### src/rtl/aes_job_arbiter_if.sv
// ----------------------------------------------------------------------------
// aes_job_arbiter_if : job/response handshake and AES core bus of the arbiter
// Revision 1.0
// ----------------------------------------------------------------------------
`default_nettype none

interface aes_job_arbiter_if;
  logic [1:0]   req_valid;
  logic [1:0]   req_ready;
  logic [1:0]   req_mode;
  logic [255:0] req_data;
  logic [1:0]   resp_valid;
  logic [1:0]   resp_ready;
  logic [127:0] resp_data;
  logic [127:0] core_data;
  logic         core_enc_en;
  logic         core_dec_en;
  logic [127:0] core_enc_out;
  logic [127:0] core_dec_out;
  logic         busy;
  logic         grant_id;

  // master: clients plus AES cores; slave: the arbiter itself
  modport master (
    output req_valid, req_mode, req_data, resp_ready, core_enc_out, core_dec_out,
    input  req_ready, resp_valid, resp_data, core_data, core_enc_en, core_dec_en,
           busy, grant_id
  );

  modport slave (
    input  req_valid, req_mode, req_data, resp_ready, core_enc_out, core_dec_out,
    output req_ready, resp_valid, resp_data, core_data, core_enc_en, core_dec_en,
           busy, grant_id
  );
endinterface

`default_nettype wire

### src/rtl/aes_job_arbiter.sv
// ----------------------------------------------------------------------------
// aes_job_arbiter : round-robin sharing of one AES encrypt and one decrypt core
// Revision 1.0
// ----------------------------------------------------------------------------
`default_nettype none

module aes_job_arbiter #(
  parameter int NR = 10,
  parameter int CW = 5
) (
  input  wire logic       clk,
  input  wire logic       rst_n,
  aes_job_arbiter_if.slave bus
);

  generate
    if ((2 ** CW) <= (NR + 1)) begin : g_cw_check
      $error("CW too narrow for NR");
    end
  endgenerate

  typedef enum logic [1:0] {
    IDLE = 2'd0,
    RUN  = 2'd1,
    CAPT = 2'd2,
    RESP = 2'd3
  } state_t;

  localparam logic [CW-1:0] CNT_LAST = CW'(NR);

  state_t        state;
  logic [CW-1:0] count;
  logic          mode;
  logic          last_grant;
  logic          grant_id_r;
  logic          busy_r;
  logic          enc_en;
  logic          dec_en;
  logic [1:0]    resp_valid_r;
  logic [127:0]  core_data_r;
  logic [127:0]  resp_data_r;

  logic          any_req;
  logic          gnt;
  logic          sel_mode;
  logic [127:0]  sel_data;
  logic          accept;

  // Tie goes to whoever did not win last; reset value of last_grant favours 0
  always_comb begin
    any_req  = |bus.req_valid;
    gnt      = (&bus.req_valid) ? ~last_grant : bus.req_valid[1];
    sel_mode = gnt ? bus.req_mode[1] : bus.req_mode[0];
    sel_data = gnt ? bus.req_data[255:128] : bus.req_data[127:0];
    accept   = rst_n && (state == IDLE) && any_req;
  end

  always_ff @(posedge clk or negedge rst_n) begin
    if (!rst_n) begin
      state        <= IDLE;
      count        <= '0;
      mode         <= 1'b0;
      last_grant   <= 1'b1;
      grant_id_r   <= 1'b0;
      busy_r       <= 1'b0;
      enc_en       <= 1'b0;
      dec_en       <= 1'b0;
      resp_valid_r <= 2'b00;
      core_data_r  <= '0;
      resp_data_r  <= '0;
    end else begin
      case (state)
        IDLE: begin
          if (any_req) begin
            core_data_r <= sel_data;
            mode        <= sel_mode;
            grant_id_r  <= gnt;
            last_grant  <= gnt;
            enc_en      <= ~sel_mode;
            dec_en      <= sel_mode;
            busy_r      <= 1'b1;
            count       <= '0;
            state       <= RUN;
          end
        end
        RUN: begin
          count <= count + CW'(1);
          if (count == CNT_LAST) begin
            enc_en <= 1'b0;
            dec_en <= 1'b0;
            state  <= CAPT;
          end
        end
        CAPT: begin
          resp_data_r  <= mode ? bus.core_dec_out : bus.core_enc_out;
          resp_valid_r <= grant_id_r ? 2'b10 : 2'b01;
          count        <= '0;
          state        <= RESP;
        end
        RESP: begin
          // Only the owner's ready completes the handshake
          if (bus.resp_ready[grant_id_r]) begin
            resp_valid_r <= 2'b00;
            busy_r       <= 1'b0;
            state        <= IDLE;
          end
        end
        default: state <= IDLE;
      endcase
    end
  end

  assign bus.req_ready   = accept ? (gnt ? 2'b10 : 2'b01) : 2'b00;
  assign bus.resp_valid  = resp_valid_r;
  assign bus.resp_data   = resp_data_r;
  assign bus.core_data   = core_data_r;
  assign bus.core_enc_en = enc_en;
  assign bus.core_dec_en = dec_en;
  assign bus.busy        = busy_r;
  assign bus.grant_id    = grant_id_r;

endmodule

`default_nettype wire

### src/flat_wrapper.sv
// flat-port wrapper written by rule: the top's interface ports become plain ports
module aes_job_arbiter_flat 
#(
  parameter int NR = 10,
  parameter int CW = 5
)
  (clk, rst_n, bus_req_valid, bus_req_mode, bus_req_data, bus_resp_ready, bus_core_enc_out, bus_core_dec_out, bus_req_ready, bus_resp_valid, bus_resp_data, bus_core_data, bus_core_enc_en, bus_core_dec_en, bus_busy, bus_grant_id);
  aes_job_arbiter_if bus_i ();
  input  wire logic clk;
  input  wire logic rst_n;
  input wire logic [$bits(bus_i.req_valid)-1:0] bus_req_valid;
  input wire logic [$bits(bus_i.req_mode)-1:0] bus_req_mode;
  input wire logic [$bits(bus_i.req_data)-1:0] bus_req_data;
  input wire logic [$bits(bus_i.resp_ready)-1:0] bus_resp_ready;
  input wire logic [$bits(bus_i.core_enc_out)-1:0] bus_core_enc_out;
  input wire logic [$bits(bus_i.core_dec_out)-1:0] bus_core_dec_out;
  output wire logic [$bits(bus_i.req_ready)-1:0] bus_req_ready;
  output wire logic [$bits(bus_i.resp_valid)-1:0] bus_resp_valid;
  output wire logic [$bits(bus_i.resp_data)-1:0] bus_resp_data;
  output wire logic [$bits(bus_i.core_data)-1:0] bus_core_data;
  output wire logic [$bits(bus_i.core_enc_en)-1:0] bus_core_enc_en;
  output wire logic [$bits(bus_i.core_dec_en)-1:0] bus_core_dec_en;
  output wire logic [$bits(bus_i.busy)-1:0] bus_busy;
  output wire logic [$bits(bus_i.grant_id)-1:0] bus_grant_id;
  assign bus_i.req_valid = bus_req_valid;
  assign bus_i.req_mode = bus_req_mode;
  assign bus_i.req_data = bus_req_data;
  assign bus_i.resp_ready = bus_resp_ready;
  assign bus_i.core_enc_out = bus_core_enc_out;
  assign bus_i.core_dec_out = bus_core_dec_out;
  assign bus_req_ready = bus_i.req_ready;
  assign bus_resp_valid = bus_i.resp_valid;
  assign bus_resp_data = bus_i.resp_data;
  assign bus_core_data = bus_i.core_data;
  assign bus_core_enc_en = bus_i.core_enc_en;
  assign bus_core_dec_en = bus_i.core_dec_en;
  assign bus_busy = bus_i.busy;
  assign bus_grant_id = bus_i.grant_id;
  aes_job_arbiter #(.NR(NR), .CW(CW)) u_core (.clk(clk), .rst_n(rst_n), .bus(bus_i));
endmodule
### config.mk
export PLATFORM = sky130hd
export DESIGN_NAME = aes_job_arbiter_flat
export DESIGN_NICKNAME = d
export VERILOG_FILES = /design/src/rtl/aes_job_arbiter_if.sv /design/src/rtl/aes_job_arbiter.sv /design/src/flat_wrapper.sv
export SDC_FILE = /design/constraint.sdc
export NUM_CORES = 1
export LEC_CHECK = 0
export ABC_AREA = 1
export BUFFER_PORTS_ARGS = -buffer_cell sky130_fd_sc_hd__buf_2
export CORE_AREA = 5 5 304 306
export DETAILED_ROUTE_END_ITERATION = 7
export DIE_AREA = 0 0 309 311
export MAX_ROUTING_LAYER = met4
export PLACE_DENSITY = 0.42
export SLEW_MARGIN = 20
export SYNTH_ARGS = -nofsm -noshare
export SYNTH_HDL_FRONTEND = slang
export SYNTH_SLANG_ARGS = --single-unit
### constraint.sdc
create_clock -name clk -period 1.7 [get_ports clk]
set_input_delay 0.17 -clock clk [delete_from_list [all_inputs] [get_ports clk]]
set_output_delay 0.17 -clock clk [all_outputs]
set_load 0.02 [all_outputs]
==> reports/results.ini <==
[worst_setup_path]
arrival_ns = 1.61
crit_path_end_kind = primary output
slowest_stage = dfrtp_1
cp_max_fo = 2
cp_top_family = flip-flops
crit_required_ns = 1.53
crit_buf_inv = 2
crit_chain = inv_2 -> ha_4 -> o21ai_4 -> nor3_4 -> buf_6
max_stage_delay_ns = 0.38
startpoint_type = flop
crit_type = reg2out

[cts]
root_buffer = clkbuf_16
worstSkewPairLatency_ns = 0.54
cts_sinks = 271
clkSlewWorstSetupHoldPaths_ns = 0.06
clock_path_buffers = 3
cts_tree = yes
htreeDepth = 2
cts_buffers = 36

[final_layout]
fill_cells = 9595
mostFrequentLayoutCell = buf_2
nets = 3324
fin_cells = 4007
most-common-layout-cells = buf_2 (781), dlygate4sd3_1 (512), nand2_1 (411)
synthToLayoutAreaGrowth_pct = 99.54
drive_gt1_share_pct = 32.96
fin_area_sq_um = 24410

[drt]
wire_per_inst_microns = 20.52
vias_per_cell = 4.014
vias = 16083
wirelength_mm = 82.22
first_pass_iters = 8
dr.first_iter.drc_count = 1134
postRouteAntennaNets = 0
post-route-drc-count = 0

[power]
power.switching_w = 0.01965
intPower_w = 0.02175
power.density_nw_per_um2 = 1696
power.leakage_nw = 11.56
p_sw_share_pct = 47.46
peakVddDrop_uv = 778.0
pwr-share-comb_pct = 53.0
p_seq_share_pct = 28.7
power_w = 0.04141
p_clk_share_pct = 18.3

[global_routing]
busiest_layer = met2
use_met2_pct = 28.86
grt_max_degree = 106
gr-total-overflow = 0
grt_usage_pct = 16.76
grt_pass1_vias = 17125
grt_pass1_wl_mm = 118.0
antenna_found_initial = 14
met3_usage_pct = 3.437
grtUsageMet1_pct = 20.02

[logic_synthesis]
synth_top_area_share_pct = 55.24
synth_top_family_by_area = simple AND/OR/NAND/NOR gates
synth_fp_nets = 2028
yosys.area_share.xor_xnor_pct = 0
synth_cell_type_count = 21
synth_cells = 1502
synthMuxAreaShare_pct = 0
synthAdderAreaFrac_pct = 0.6137
seq_area_frac_synth_pct = 55.45
synthTopCellsByArea = dfrtp_1 (55%), nand2_1 (13%), nor2_1 (8.1%)
synth_compound_area_share_pct = 17.75
synth_seq_cells = 271
yosysWarnings = 0
synthSimpleGateAreaFrac_pct = 21.49
yosysTopAreaCell = dfrtp_1
synth.avg_cell_area_sq_um = 8.144
syn_area_sq_um = 12230

[placement]
postPlaceCellArea_sq_um = 18000
place.gp.congestion = 0.8447
portBuffers = 783
hpwlAfterDp_mm = 62.46
dpl.cell_count = 3416
post-place-ws_ns = -0.003236

[timing]
tightest_slew_ns = 0.8203
setup_viol = 2
slew_viol_final = 0
tns_ns = -0.1215
period_minus_slack_ns = 1.782
hold_viol_final = 1
rsz0062_at_grt = true
whs_ns = -0.0008781
fmax_mhz = 561.0
period_share_pct = 104.8
skew_ns = 0.01063
slew_headroom_pct = 45.31
fin_ws_ns = -0.08241

[floorplan]
io_pins = 784
num_rows = 110
die-area_sq_um = 96100
initial_core_util_pct = 13.69
dieHeight_microns = 311
core-area_sq_um = 89320
die_x_microns = 309

[min_path]
hp-class = in2reg

[status]
status = finished, violations left
violations = hold timing, setup timing

[flow_run]
drv_cap = 0

==> cell type report <==
class	count	area [sq um]	area share, %
Antenna cell	9	22.52	0.09227
Clock buffer	53	1046	4.286
Clock inverter	9	80.08	0.3281
Inverter	17	76.32	0.3127
Multi-Input combinational cell	1100	4947	20.27
Sequential cell	271	6787	27.81
Tap cell	1176	1471	6.029
Timing Repair Buffer	1372	9977	40.88
==> cell usage after synthesis, drive strengths merged <==
master / instances
nand4: 2
inv: 17
nand3: 10
nand3b: 1
clkbuf: 51
ha: 6
dfstp: 1
o21ai: 272
nor3: 1
or2: 2
buf: 63
a21oi: 1
nand2: 414
nor2: 263
a31oi: 128
dfrtp: 270
==> stage by stage <==
stage,hold slack (ns),utilization [%]
finish,-0.0008781,27.32
global route,0.009238,27.32
CTS,0.009880,27.24
detailed placement,0.03624,20.15
global placement,0.03916,20.15
floorplan,-0.1256,-
==> power groups by stage <==
| stage | Clock [W] | Combinational, W | Sequential [W] |
|---|---|---|---|
| finish | 0.00758 | 0.0219 | 0.0119 |
| CTS | 0.00787 | 0.0223 | 0.0119 |
| global route | 0.00809 | 0.0239 | 0.0123 |
| global placement | 0 | 0.0210 | 0.0120 |
| floorplan | 0 | 0.00748 | 0.0152 |
| detailed placement | 0 | 0.0210 | 0.0119 |
==> registers in the layout, summed over array words and instances (netlist names) <==
register	cells
u_core.bus.core_dec_en	1
u_core.last_grant	1
u_core.bus.resp_data	128
u_core.bus.core_data	128
u_core.bus.resp_valid	2
u_core.bus.core_enc_en	1
u_core.bus.grant_id	1
u_core.count	5
u_core.bus.busy	1
u_core.mode	1
u_core.state	2
==> logic make-up (layout without fill, tap and decap cells) <==
| family | Yosys count | in the layout |
|---|---|---|
| AOI/OAI and AO/OA | 401 | 401 |
| adders and majority gates | 6 | 6 |
| buffers and inverters | 131 | 1451 |
| DFF | 271 | 271 |
| other | 0 | 9 |
| and+or+nand+nor | 693 | 693 |
==> worst min-delay path, delay by kind of cell <==
kind | cells | cell delay, ns
compound gates | 2 | 0.21
buf+inv | 1 | 0.12
==> path summary, 6_finish.rpt <==
path,slack (ns),start,cells after the start,to
max,-0.08,u_core.state[1],5,bus_req_ready[0]
min,-0.0009,bus_req_data[57],3,u_core.bus.core_data[57]
max reg2reg,0.06,u_core.state[1],9,u_core.bus.core_data[59]
min reg2reg,0.48,u_core.last_grant,2,u_core.last_grant
max in group asynchronous,0.21,rst_n,4,u_core.bus.core_data[19]
min in group asynchronous,0.37,rst_n,3,u_core.bus.resp_data[39]
==> per-layer routing <==
metal / routed length, microns / vias to the layer above
met3: 5839 / 123
li1: - / 7601
met5: 0 / -
met1: 33820 / 7609
met2: 40080 / 750
met4: 2478 / 0
==> timing repair <==
action | 4_1_cts | 5_1_grt
endpoints found under the hold margin | 456 | 14
hold buffers | 511 | 2
endpoints found under the setup margin | 3 | 35
resized for setup | 17 | 13
cloned | 0 | 0
buffers inserted | 6 | 1
pin swaps | 5 | 4
Power figures use the tool's default switching activity.
